==> config.mk <==
export PLATFORM = sky130hd
export DESIGN_NAME = bus_busy_responder
export DESIGN_NICKNAME = d
export VERILOG_FILES = /design/src/rtl/cpu_reg_package.sv /design/src/rtl/bus_txn_detect.sv /design/src/rtl/bus_busy_responder.sv
export SDC_FILE = /design/constraint.sdc
export NUM_CORES = 1
export LEC_CHECK = 0
export CORE_ASPECT_RATIO = 2
export CORE_MARGIN = 5
export CORE_UTILIZATION = 42
export DETAILED_ROUTE_END_ITERATION = 12
export PLACE_DENSITY_LB_ADDON = 0.1
export SYNTH_ARGS = -nofsm -noshare
export SYNTH_HDL_FRONTEND = slang
export SYNTH_SLANG_ARGS = --single-unit
==> constraint.sdc <==
create_clock -name clk_i -period 4.4 [get_ports clk_i]
set_input_delay 0.66 -clock clk_i [delete_from_list [all_inputs] [get_ports clk_i]]
set_output_delay 0.66 -clock clk_i [all_outputs]
set_load 0.03 [all_outputs]
==> src/rtl/cpu_reg_package.sv <==
`default_nettype none
// ============================================================================
// Module      : cpu_reg_package
// Description : Shared CPU register bus definitions. Supplies the bus address
//               and data widths, plus the bus-busy responder state type and
//               the latched backend request record.
// Revision    : 1.0 - initial release
// ============================================================================
package cpu_reg_package;

    localparam int address_width = 32;
    localparam int data_width    = 32;

    // Responder FSM: IDLE watches the bus, WAIT holds the bus busy until the
    // backend completes the forwarded transaction.
    typedef enum logic [0:0] {
        IDLE = 1'b0,
        WAIT = 1'b1
    } responder_state_t;

    // Backend request captured at accept time. addr carries the window byte
    // offset, zero-extended to the bus address width.
    typedef struct packed {
        logic                     we;
        logic [3:0]               be;
        logic [address_width-1:0] addr;
        logic [data_width-1:0]    wdata;
    } responder_req_t;

endpackage
`default_nettype wire

==> src/rtl/bus_txn_detect.sv <==
`default_nettype none
// ============================================================================
// Module      : bus_txn_detect
// Description : New-transaction detector for the bus-busy responder. Compares
//               the bus address against the responder window, keeps a
//               one-cycle history of address and write strobe, and flags a
//               new transaction while the responder is idle.
// Ports       : clk_i, reset_i    - module clock, async active-high reset
//               idle_i            - responder is in IDLE
//               we_i, address_i   - bus write strobe and address
//               accept_o          - new in-window transaction (combinational)
// Revision    : 1.0 - initial release
// ============================================================================
module bus_txn_detect
    import cpu_reg_package::*;
#(
    parameter logic [address_width-1:0] BaseAddress = 32'h0000_9000,
    parameter int unsigned              WindowBytes = 'h100
) (
    input  logic                     clk_i,
    input  logic                     reset_i,
    input  logic                     idle_i,
    input  logic                     we_i,
    input  logic [address_width-1:0] address_i,
    output logic                     accept_o
);

    localparam logic [address_width-1:0] c_last_addr =
        BaseAddress + address_width'(WindowBytes - 1);

    logic [address_width-1:0] r_addr_q;
    logic                     r_we_q;
    logic                     w_in_win;
    logic                     w_new_txn;

    // History tracks the bus every cycle, including while the responder
    // waits, so a transaction still held after completion is not re-accepted.
    always_ff @(posedge clk_i or posedge reset_i) begin
        if (reset_i) begin
            r_addr_q <= '0;
            r_we_q   <= 1'b0;
        end else begin
            r_addr_q <= address_i;
            r_we_q   <= we_i;
        end
    end

    assign w_in_win  = (address_i >= BaseAddress) && (address_i <= c_last_addr);

    // An address change catches pulsed and held reads alike; a rising write
    // strobe catches a repeated write to the same address.
    assign w_new_txn = (address_i != r_addr_q) || (we_i && !r_we_q);

    assign accept_o  = idle_i && w_in_win && w_new_txn;

endmodule
`default_nettype wire

==> src/rtl/bus_busy_responder.sv <==
`default_nettype none
// ============================================================================
// Module      : bus_busy_responder
// Description : Module-side CPU register bus endpoint. Forwards new in-window
//               transactions to a backend over a req/ack handshake and holds
//               busy_o high until the backend completes, so the bus crossing
//               captures read data on the busy falling edge.
// Ports       : clk_i, reset_i         - module clock, async active-high reset
//               we_i, we_ram_i         - bus write strobe and byte enables
//               address_i, data_i      - bus address and write data
//               rdata_o, busy_o        - read data and busy toward the bus
//               req_o, req_we_o,
//               req_be_o, req_addr_o,
//               req_wdata_o            - backend request (byte offset address)
//               ack_i, ack_rdata_i     - backend completion pulse and data
//               timeout_o              - sticky timeout flag (timeout build)
// Build macro : BUS_RESPONDER_TIMEOUT_EN - forces completion after
//               TimeoutCycles waiting cycles and adds timeout_o.
// Revision    : 1.0 - initial release
// ============================================================================
module bus_busy_responder
    import cpu_reg_package::*;
#(
    parameter logic [address_width-1:0] BaseAddress   = 32'h0000_9000,
    parameter int unsigned              WindowBytes   = 'h100,
    parameter int unsigned              TimeoutCycles = 1024,
    parameter logic [data_width-1:0]    TimeoutData   = 32'hDEAD_BEEF
) (
    input  logic                           clk_i,
    input  logic                           reset_i,
    input  logic                           we_i,
    input  logic [3:0]                     we_ram_i,
    input  logic [address_width-1:0]       address_i,
    input  logic [data_width-1:0]          data_i,
    output logic [data_width-1:0]          rdata_o,
    output logic                           busy_o,
    output logic                           req_o,
    output logic                           req_we_o,
    output logic [3:0]                     req_be_o,
    output logic [$clog2(WindowBytes)-1:0] req_addr_o,
    output logic [data_width-1:0]          req_wdata_o,
`ifdef BUS_RESPONDER_TIMEOUT_EN
    output logic                           timeout_o,
`endif
    input  logic                           ack_i,
    input  logic [data_width-1:0]          ack_rdata_i
);

    localparam int c_offset_width = $clog2(WindowBytes);

    responder_state_t            r_state;
    responder_req_t              r_req;
    logic                        r_req_valid;
    logic [data_width-1:0]       r_rdata;
    logic                        w_accept;
    logic [3:0]                  w_be;
    logic [c_offset_width-1:0]   w_offset;
    logic                        w_unused_req_addr;

`ifdef BUS_RESPONDER_TIMEOUT_EN
    localparam int c_to_width = $clog2(TimeoutCycles + 1);
    localparam logic [c_to_width-1:0] c_to_last = c_to_width'(TimeoutCycles - 1);

    logic [c_to_width-1:0] r_to_count;
    logic                  r_timeout;
`endif

    bus_txn_detect #(
        .BaseAddress (BaseAddress),
        .WindowBytes (WindowBytes)
    ) u_detect (
        .clk_i     (clk_i),
        .reset_i   (reset_i),
        .idle_i    (r_state == IDLE),
        .we_i      (we_i),
        .address_i (address_i),
        .accept_o  (w_accept)
    );

    // A write with no byte lanes selected means a full-word write.
    always_comb begin
        w_be = 4'h0;
        if (we_i) begin
            w_be = (we_ram_i == 4'h0) ? 4'hF : we_ram_i;
        end
    end

    // Only the low offset bits matter, and modular subtraction on the low
    // bits alone gives the same result as the full-width difference.
    assign w_offset = address_i[c_offset_width-1:0] - BaseAddress[c_offset_width-1:0];

    always_ff @(posedge clk_i or posedge reset_i) begin
        if (reset_i) begin
            r_state     <= IDLE;
            r_req       <= '0;
            r_req_valid <= 1'b0;
            r_rdata     <= '0;
`ifdef BUS_RESPONDER_TIMEOUT_EN
            r_to_count  <= '0;
            r_timeout   <= 1'b0;
`endif
        end else begin
            case (r_state)
                IDLE: begin
                    if (w_accept) begin
                        r_req.we    <= we_i;
                        r_req.be    <= w_be;
                        r_req.addr  <= address_width'(w_offset);
                        r_req.wdata <= data_i;
                        r_req_valid <= 1'b1;
                        r_state     <= WAIT;
`ifdef BUS_RESPONDER_TIMEOUT_EN
                        r_to_count  <= '0;
`endif
                    end
                end
                WAIT: begin
                    if (ack_i) begin
                        r_req_valid <= 1'b0;
                        r_state     <= IDLE;
                        if (!r_req.we) begin
                            r_rdata <= ack_rdata_i;
                        end
                    end
`ifdef BUS_RESPONDER_TIMEOUT_EN
                    // Last waiting cycle with no ack: complete with the
                    // timeout pattern. An ack in this same cycle wins above.
                    else if (r_to_count == c_to_last) begin
                        r_req_valid <= 1'b0;
                        r_state     <= IDLE;
                        r_timeout   <= 1'b1;
                        if (!r_req.we) begin
                            r_rdata <= TimeoutData;
                        end
                    end else begin
                        r_to_count <= r_to_count + c_to_width'(1);
                    end
`endif
                end
                default: begin
                    r_state <= IDLE;
                end
            endcase
        end
    end

    // busy is combinational on accept so a bypass-path CPU stalls in the
    // cycle the transaction appears.
    assign busy_o      = w_accept | (r_state == WAIT);
    assign req_o       = r_req_valid;
    assign req_we_o    = r_req.we;
    assign req_be_o    = r_req.be;
    assign req_addr_o  = r_req.addr[c_offset_width-1:0];
    assign req_wdata_o = r_req.wdata;
    assign rdata_o     = r_rdata;

    // Upper offset bits are always zero; fold them so they are consumed.
    assign w_unused_req_addr = ^r_req.addr;

`ifdef BUS_RESPONDER_TIMEOUT_EN
    assign timeout_o = r_timeout;
`endif

endmodule
`default_nettype wire

==> impl_metrics.yaml <==
layout:
  syn_to_final_growth_pct: 52.47
  layout.cells.most_common_list: "clkdlybuf4s50_1 (182), dfrtp_1 (112), mux2_2 (58)"
  drive_gt1_share_pct: 20.26
  final_common_cell: "clkdlybuf4s50_1"
  diodes: 0
  nets: 563
sta:
  slew_violations: 0
  finalCriticalPeriod_ns: 3.608
  timing.final.crit_share_pct: 82.01
  rsz0062_at_grt: "no"
  timing.final.hold_violations: 0
  fin_setup_tns_ns: 0
  skew_ns: 0.009222
  worstMarginPinSlew_ns: 0.7619
  fmax_mhz: 277.1
  max_slew_margin_pct: 49.21
  setup_viol: 0
  hold-worst-slack_ns: 0.4938
flow_run:
  maxCapViolations: 0
yosys:
  netlist_area_mm2: 0.004299
  postSynthCellCount: 272
  synth_edf_count: 0
  yosysWarnings: 0
  netlist_top_cells_area: "dfrtp_1 (65%), mux2_2 (15%), xnor2_1 (5.9%)"
  synth.avg_cell_area_um2: 15.81
  synthArstFlopShare_pct: 100.0
  synth_top_cell_by_area: "dfrtp_1"
  synth_cell_types: 23
  synth_ff_type: "dfrtp_1"
  ys_seq_area_share_pct: 65.19
  ys_seq_elements: 112
  syn-num-nets: 376
  netlist.area_leader.share_pct: 65.19
grt:
  overflow: 0
  use_met3_pct: 6.655
  grt_pass1_wl_um: 16530
  use_met1_pct: 19.11
  grt_util_met2_pct: 30.43
  antenna_found_initial: 0
  grt_pass1_vias: 3206
  grt_most_used_layer: "met2"
  grt_use_total_pct: 17.64
  grt_max_degree: 62
routing:
  wirelength_um: 10430
  initialDrtViolationCount: 86
  ant_nets: 0
  vias_per_cell: 4.746
  first_pass_iters: 4
  vias: 2843
  avgRoutedWirePerCell_um: 17.41
  drc: 0
clock_tree:
  clock_latency_ns: 0.34
  ctsResizeCount: 0
  cts_tree: "yes"
  cts_setup_buffers: 0
  htreeDepth: 3
  cts_root_buffer: "clkbuf_16"
  cts-buffers-inserted: 9
  hold_buffers: 0
  cts.sinks: 112
  clk_path_buf_depth: 2
  clk_pin_slew_ns: 0.06
placement:
  place_congestion: 0.7761
  port_buffers: 182
  post-dp-hpwl_um: 7996
floorplanning:
  dieArea_mm2: 0.01248
  dieHeight_um: 153.1
  start_util_pct: 42.63
  design.core.area_mm2: 0.01008
  rows: 52
  die_w_um: 81.54
  pin_count: 183
pwr:
  p_per_area_mw_per_mm2: 307.6
  ir_worst_vdd_v: 0.0002444
  leakage_nw: 2.924
worst_setup_path:
  path_common_cell: "clkdlybuf4s50_1"
  cp.arrival_ns: 2.95
  path_buf_inv: 2
  reg2reg_slack_ns: 2.25
  cp_cell_sequence: "clkdlybuf4s50_1 -> xnor2_1 -> nand4_1 -> nor4_2 -> a31oi_4 -> or2_2 -> clkdlybuf4s50_1"
  path_class: "in2out"
  cpLargestDelayFamily: "buffers and inverters"
  slowest_delay_ns: 0.62
  critPathSlowestCell: "clkdlybuf4s50_1"
  cp-start-kind: "input port"
  required_ns: 3.74
  cp-end-kind: "primary output"
  crit_fanout: 3
hold_path:
  min_path_type: "reg2reg"
run_status:
  status: "completed"
logic make-up (layout without fill, tap and decap cells):
group,count (synthesis),in the layout,share of synthesized area [%]
DFF,112,112,65.19
and+or+nand+nor,27,27,3.900
AOI/OAI and AO/OA,8,8,1.222
muxes,77,77,21.19
buffers and inverters,16,208,1.979
xor gates and xnor gates,32,32,6.519
worst register-to-register path, stage by stage (launching register included):
cell and delay (ns):
dfrtp_1 0.37, xnor2_1 0.19, nand4_1 0.16, nor4_2 0.41, a31oi_4 0.12, buf_4 0.34, mux2_4 0.43
cells in the mapped netlist (3+ instances only):
cell / number
mux2_4: 13
mux2i_1: 4
xnor2_1: 29
nor4_1: 4
buf_6: 3
mux2_2: 58
dfrtp_1: 112
o21ai_0: 5
inv_1: 7
buf_1: 3
nor3_1: 7
xor2_1: 3
nand4_1: 8
routing by layer:
layer | routed length, um | part of all wire (%) | vias up
met2 | 5628 | 54 | 114
met5 | 0 | 0 | -
met1 | 3604 | 35 | 1400
li1 | - | - | 1316
met3 | 965 | 9.3 | 13
met4 | 229 | 2.2 | 0
layout make-up:
type                       instances  area [um^2]
clock buffer                      11        232.7
timing repair buffer             185         1844
tap                              135        168.9
clock inverter                     5        57.56
sequential                       112         2803
fill                             778         3530
multi-input combinational        144         1420
inverter                           7        28.78
power breakdown:
group | switching (mW) | internal [mW] | total [mW]
Clock | 0.359 | 0.443 | 0.802
Sequential | 0.00687 | 1.04 | 1.05
Combinational | 0.0598 | 0.104 | 0.163
Total | 0.426 | 1.59 | 2.02
through the flow:
| stage | setup WS (ns) | instances | cell area (um^2) | util, % | total power [mW] |
|---|---|---|---|---|---|
| finish | 0.7916 | 599 | 6555 | 65.00 | 2.016 |
| global route | 0.6820 | 599 | 6555 | 65.00 | 2.104 |
| CTS | 0.7237 | 599 | 6555 | 65.00 | 2.045 |
| detailed placement | 0.7406 | 583 | 6265 | 62.12 | 1.238 |
| global placement | 0.7563 | 583 | 6265 | 62.12 | 1.234 |
| floorplan | 0.7810 | 272 | 4299 | - | 1.117 |
sequential cells by signal, indices dropped and copies added (netlist names):
signal	count
req_be_o	4
rdata_o	32
req_o	1
r_state	1
u_detect.r_addr_q	32
req_addr_o	8
req_wdata_o	32
u_detect.r_we_q	1
req_we_o	1
final timing paths:
check,start,end,cells past startpoint
worst max-delay path,address_i[18],busy_o,7
worst min-delay path,req_o$_DFFE_PP0P_,req_o$_DFFE_PP0P_,1
worst max register to register,u_detect.r_addr_q[18]$_DFF_PP0_,req_wdata_o[7]$_DFFE_PP0P_,6
worst min register to register,req_o$_DFFE_PP0P_,req_o$_DFFE_PP0P_,1
max in group asynchronous,reset_i,req_wdata_o[12]$_DFFE_PP0P_,3
min in group asynchronous,reset_i,rdata_o[8]$_DFFE_PP0P_,2
Note: power is estimated with default switching activity, not from simulation.
